File: config.mk
export PLATFORM = sky130hd
export DESIGN_NAME = command_register_bank
export DESIGN_NICKNAME = d
export VERILOG_FILES = /design/src/rtl/command_register_bank.sv
export SDC_FILE = /design/constraint.sdc
export NUM_CORES = 1
export LEC_CHECK = 0
export ABC_AREA = 1
export CORE_AREA = 2 2 241 243
export CTS_BUF_LIST = sky130_fd_sc_hd__clkbuf_16
export DETAILED_ROUTE_END_ITERATION = 10
export DIE_AREA = 0 0 243 245
export PLACE_DENSITY = 0.68
export SLEW_MARGIN = 20
export SYNTH_ARGS = -nofsm -noshare
export SYNTH_HDL_FRONTEND = slang
export SYNTH_SLANG_ARGS = --single-unit
File: constraint.sdc
create_clock -name clk -period 2 [get_ports clk]
set_input_delay 0.4 -clock clk [delete_from_list [all_inputs] [get_ports clk]]
set_output_delay 0.4 -clock clk [all_outputs]
set_load 0.01 [all_outputs]
File: src/rtl/command_register_bank.sv
// DAQ config register bank on a four-phase write/read handshake; request-to-ack 1 cycle, ack drops 1 cycle after request.
// Backpressure: one transaction at a time; new requests wait until the FSM is back in IDLE.
module command_register_bank #(
  parameter int                      DATA_LENGTH   = 32,
  parameter int                      COMMAND_WIDTH = 5,
  parameter int                      NUM_REGS      = 16,
  parameter logic [DATA_LENGTH-1:0]  VERSION_ID    = 32'h0001_0000
) (
  input  logic                            clk,
  input  logic                            reset,
  input  logic                            write_register,
  input  logic                            read_register,
  input  logic [COMMAND_WIDTH-1:0]        command,
  input  logic [DATA_LENGTH-1:0]          rx_data,
  input  logic [DATA_LENGTH-1:0]          status_in,
  output logic                            write_register_ack,
  output logic                            read_register_ack,
  output logic [DATA_LENGTH-1:0]          reg_data,
  output logic [NUM_REGS*DATA_LENGTH-1:0] reg_out,
  output logic                            addr_error
);

  typedef enum logic [1:0] {IDLE, WR_ACK, RD_ACK} state_t;

  state_t                 state_q, state_d;
  logic                   wr_ack_q, wr_ack_d;
  logic                   rd_ack_q, rd_ack_d;
  logic                   addr_error_q, addr_error_d;
  logic [DATA_LENGTH-1:0] reg_data_q, reg_data_d;
  logic [DATA_LENGTH-1:0] wcnt_q, wcnt_d;
  logic [DATA_LENGTH-1:0] cfg_q [3:NUM_REGS-1];
  logic [DATA_LENGTH-1:0] cfg_d [3:NUM_REGS-1];

  logic [31:0]            addr;
  logic                   in_range;
  logic                   legal_wr;
  logic [DATA_LENGTH-1:0] rd_mux;

  // Address decode and read mux; out-of-range reads return zero.
  always_comb begin
    addr     = 32'(command);
    in_range = (addr < 32'(NUM_REGS));
    legal_wr = in_range && (addr >= 32'd3);
    rd_mux   = '0;
    if (addr == 32'd0)      rd_mux = VERSION_ID;
    else if (addr == 32'd1) rd_mux = status_in;
    else if (addr == 32'd2) rd_mux = wcnt_q;
    else begin
      for (int i = 3; i < NUM_REGS; i++) begin
        if (addr == 32'(i)) rd_mux = cfg_q[i];
      end
    end
  end

  always_comb begin
    state_d      = state_q;
    wr_ack_d     = wr_ack_q;
    rd_ack_d     = rd_ack_q;
    addr_error_d = addr_error_q;
    reg_data_d   = reg_data_q;
    wcnt_d       = wcnt_q;
    cfg_d        = cfg_q;
    case (state_q)
      IDLE: begin
        // Write has priority; a concurrent read is picked up once the write handshake closes.
        if (write_register) begin
          state_d  = WR_ACK;
          wr_ack_d = 1'b1;
          if (legal_wr) begin
            for (int i = 3; i < NUM_REGS; i++) begin
              if (addr == 32'(i)) cfg_d[i] = rx_data;
            end
            wcnt_d       = wcnt_q + DATA_LENGTH'(1);
            addr_error_d = 1'b0;
          end else begin
            addr_error_d = 1'b1;
          end
        end else if (read_register) begin
          state_d    = RD_ACK;
          rd_ack_d   = 1'b1;
          reg_data_d = rd_mux;
          if (!in_range) addr_error_d = 1'b1;
        end
      end
      WR_ACK: begin
        if (!write_register) begin
          state_d  = IDLE;
          wr_ack_d = 1'b0;
        end
      end
      RD_ACK: begin
        if (!read_register) begin
          state_d  = IDLE;
          rd_ack_d = 1'b0;
        end
      end
      default: begin
        state_d  = IDLE;
        wr_ack_d = 1'b0;
        rd_ack_d = 1'b0;
      end
    endcase
  end

  always_ff @(posedge clk) begin
    if (reset) begin
      state_q      <= IDLE;
      wr_ack_q     <= 1'b0;
      rd_ack_q     <= 1'b0;
      addr_error_q <= 1'b0;
      reg_data_q   <= '0;
      wcnt_q       <= '0;
      for (int i = 3; i < NUM_REGS; i++) cfg_q[i] <= '0;
    end else begin
      state_q      <= state_d;
      wr_ack_q     <= wr_ack_d;
      rd_ack_q     <= rd_ack_d;
      addr_error_q <= addr_error_d;
      reg_data_q   <= reg_data_d;
      wcnt_q       <= wcnt_d;
      cfg_q        <= cfg_d;
    end
  end

  always_comb begin
    reg_out                            = '0;
    reg_out[0*DATA_LENGTH +: DATA_LENGTH] = VERSION_ID;
    reg_out[1*DATA_LENGTH +: DATA_LENGTH] = status_in;
    reg_out[2*DATA_LENGTH +: DATA_LENGTH] = wcnt_q;
    for (int i = 3; i < NUM_REGS; i++) begin
      reg_out[i*DATA_LENGTH +: DATA_LENGTH] = cfg_q[i];
    end
  end

  assign write_register_ack = wr_ack_q;
  assign read_register_ack  = rd_ack_q;
  assign reg_data           = reg_data_q;
  assign addr_error         = addr_error_q;

endmodule

==> impl_results.md, run 1 <==
* Worst-Margin Slew at 0.868 ns
* Setup crit start: command[0]
* #FFs+latches synth at 485
* Die Wd at 243 µm
* Hold Crit Class: in -> reg
* Register area at 9830 µm²
* Slew headroom at 0.420
* Crit Path Class: in -> reg
* Final setup violation count at 7
* Final hold vios at 0
* Die H at 245 µm
* Share of cells above drive strength 1 at 0.165
* Worst Path Arrival at 2.67 ns
* Vias in the first global route at 23,100
* Post-Synthesis Cells at 3,171
* Global-route wire length before repair at 163 mm
* Total CTS buffers at 53
* Final worst slack at -0.133 ns
* Routed Antenna Nets at 0
* WL final at 117 mm
* Vias per cell at 5.43
* First drt pass iteration count at 6
* Worst skew pair latency at 0.64 ns
* Net switching power of the design at 5.69 mW
* Clock Path Buffers at 3
* Post-synth ARST share at 0
* Sw frac at 0.257
* Fin crit period at 2.13 ns
* Syn Area/Cell at 6.78 µm²
* Boundary pin count at 620
* Initial DRC Count at 3,216
* Wire per inst at 25.1 µm
* Fillers at 5,436
* Power share of the clock group at 0.469
* Most used cell, CP: nand2_1
* Commonest non-fill, non-tap cell in the layout: nor2_1
* Slowest-stage cell, CP: nor2_2
* Critical Path, Cell by Cell: buf_4, nand2_2, nor2_2, nand2_2, buf_4, o21ai_0, nor2_1, buf_4, nand3b_1, nand2_1, nand3_1, nand2_1, nand3_1, nand2_1, nand3_1, nand2_1, a21oi_1
* GPL Wtd Cong at 1.05
* Placement Cell Area at 29,800 µm²
* Syn. warnings at 0
* CP delay by family, top: simple AND/OR/NAND/NOR gates
* Area grow syn2layout at 51.0%
* Int Power at 16.5 mW
* Power, Total at 22.2 mW
* Critical Path Source Type: input pin
* Netlist cell types at 41
* Leak pwr at 15.9 nW
* FMAX at 469 MHz
* Seq pwr share at 0.445
* Final Cycle Share at 1.07
* CTS Sinks at 485
* Top_reg_cell synth: dfxtp_1
* H-tree depth at 2
* Setup tns final at -0.472 ns
* Vias after detailed routing at 25,400
* Violated checks: negative setup slack
* Die area at 59,500 µm²
* Number of synthesized flops with an enable pin at 0
* Final net count at 3,933
* Combinational Power Share at 0.087
* RSZ-0062 raised after global routing: true
* CP Capture Type: register
* Grt total ovfl at 0
* Pwr dens at 682 nW/µm²
* Clk slew on worst S/H paths at 0.06 ns
* Slew Viols, Final at 0
* Maximum VDD drop at 0.654 mV
* Sequential share of the synthesized area at 0.452
* FP Rows at 88
* Post-synthesis instance area at 21,500 µm²
* Initial antenna violation count at 5
* Maxcap violations at 0
* Worst hold start: reset
* Starting Density at 0.377
* Dpl ws at -1.54 ns
* Fin Hold WS at 0.240 ns
* Crit path required time at 2.54 ns
* CP bufs+invs at 3
* Reg2reg start: reg_out[144]
* HPWL after DPL at 85.2 mm
* # diodes at 0
* Total GRT Usage at 0.375
* IO buf count at 587
* Outcome: finished with violations
* CTS Root Buffer Type: clkbuf_16
* Post-route cell area at 32,500 µm²
* Largest stage delay on the critical path at 0.27 ns
* Most frequent cells in the layout: nor2_1, o21ai_0, nand2_1, dfxtp_1, clkdlybuf4s50_1
* Largest net degree at the start of global routing at 83
* Core Area at 57,000 µm²
* Cts hold-fix bufs at 0
* Crit Path Max Fanout at 4
* Post-route DRC at 0
* Worst Skew at 0.0334 ns
* Multi-input gate area at 10,300 µm²
* CTS tree: built
==> Yosys cell counts (2+ instances only) <==
cell / count / area (µm²)
buf_1: 23 / 86.3
nor3_1: 22 / 110
xor2_1: 8 / 70.1
clkbuf_1: 186 / 698
buf_4: 65 / 488
nor2_1: 765 / 2870
clkinv_1: 10 / 37.5
nand3_2: 2 / 20.0
a31oi_1: 2 / 12.5
nor3b_1: 7 / 52.6
o31ai_1: 2 / 15.0
a21oi_1: 222 / 1110
nand2_1: 475 / 1780
o21a_1: 3 / 22.5
inv_1: 210 / 788
or2_2: 22 / 138
nor2_4: 2 / 22.5
o21ai_0: 452 / 2260
nand3_1: 79 / 395
dfxtp_1: 485 / 9710
nor2_2: 4 / 25.0
nand3b_1: 5 / 37.5
nor4_1: 7 / 43.8
nand4_1: 72 / 450
buf_2: 10 / 50.1
nor3_2: 2 / 20.0
o21ai_1: 8 / 40.0
conb_1: 2 / 7.51
inv_2: 7 / 26.3
==> worst reg2reg max path: stages, from the launching register on <==
cell	delay, ns
dfxtp_2	0.33
nand2_1	0.06
o21ai_1	0.07
nor2_1	0.13
buf_4	0.18
nand4_1	0.17
nor2_1	0.15
buf_4	0.16
and3_4	0.19
nand4_1	0.20
nand2_2	0.19
nand3_2	0.08
nand2_1	0.06
inv_1	0.04
==> flip-flops by register name, indices dropped and copies added (netlist names) <==
name,flops
addr_error,1
read_register_ack,1
state_q,2
write_register_ack,1
wcnt_q,32
reg_out,416
reg_data,32
==> power groups by stage <==
stage,combinational (mW),clock [mW],sequential (mW)
after floorplan,0.711,0,10.1
after global placement,1.82,0,10.1
after detailed placement,1.83,0,10.1
after CTS,1.84,10.4,9.85
after global routing,2.00,10.8,9.85
final,1.92,10.4,9.85
==> cell families after synthesis <==
group	Yosys count	share of synthesized area
AO/OA/AOI/OAI	692	0.162
XOR/XNOR	9	0.00367
adder cells (fa/ha/maj)	1	0.000582
other	2	0.000349
flip-flops	485	0.452
buffers and inverters	512	0.101
AND/OR/NAND/NOR	1470	0.280
==> routing by layer <==
| metal | vias up | part of all wire | global-route usage |
|---|---|---|---|
| li1 | 11500 | - | - |
| met1 | 11800 | 0.39 | 0.498 |
| met2 | 1801 | 0.42 | 0.554 |
| met3 | 282 | 0.12 | 0.105 |
| met4 | 2 | 0.058 | 0.195 |
| met5 | - | 0.000094 | 0 |
==> path summary, 6_finish.rpt <==
path | endpoint | slack, ns | cells past startpoint
setup / recovery | reg_data[21] | -0.13 | 17
hold / removal | reg_out[204] | 0.24 | 4
setup reg to reg | reg_data[16] | -0.10 | 13
hold reg to reg | reg_out[344] | 0.46 | 2
==> through the flow <==
step	util	cells
floorplan	-	3201
global placement	0.522	4552
detailed placement	0.522	4552
CTS	0.557	4663
global route	0.569	4669
finish	0.569	4669
==> final cells by class <==
cell class                      instances  area share
Clock buffer                           53      0.0408
Tap cell                              765      0.0295
Multi-Input combinational cell       2204       0.316
Sequential cell                       485       0.303
Clock inverter                         47      0.0144
Timing Repair Buffer                  888       0.270
Inverter                              227      0.0269
==> timing repair <==
item | CTS | global route
setup buffers | 12 | 9
endpoints found under the setup margin | 392 | 477
hold endpoints to repair | 0 | 0
cloned | 0 | 0
gates resized for setup | 355 | 223
pin swaps | 39 | 83
Power figures use the tool's default switching activity.
==> run 2: changes to the inputs <==
- CAP_MARGIN: unset -> 30
==> results of run 2 <==
Same layout as run 1: the final DEF is identical, and so are final timing and power.
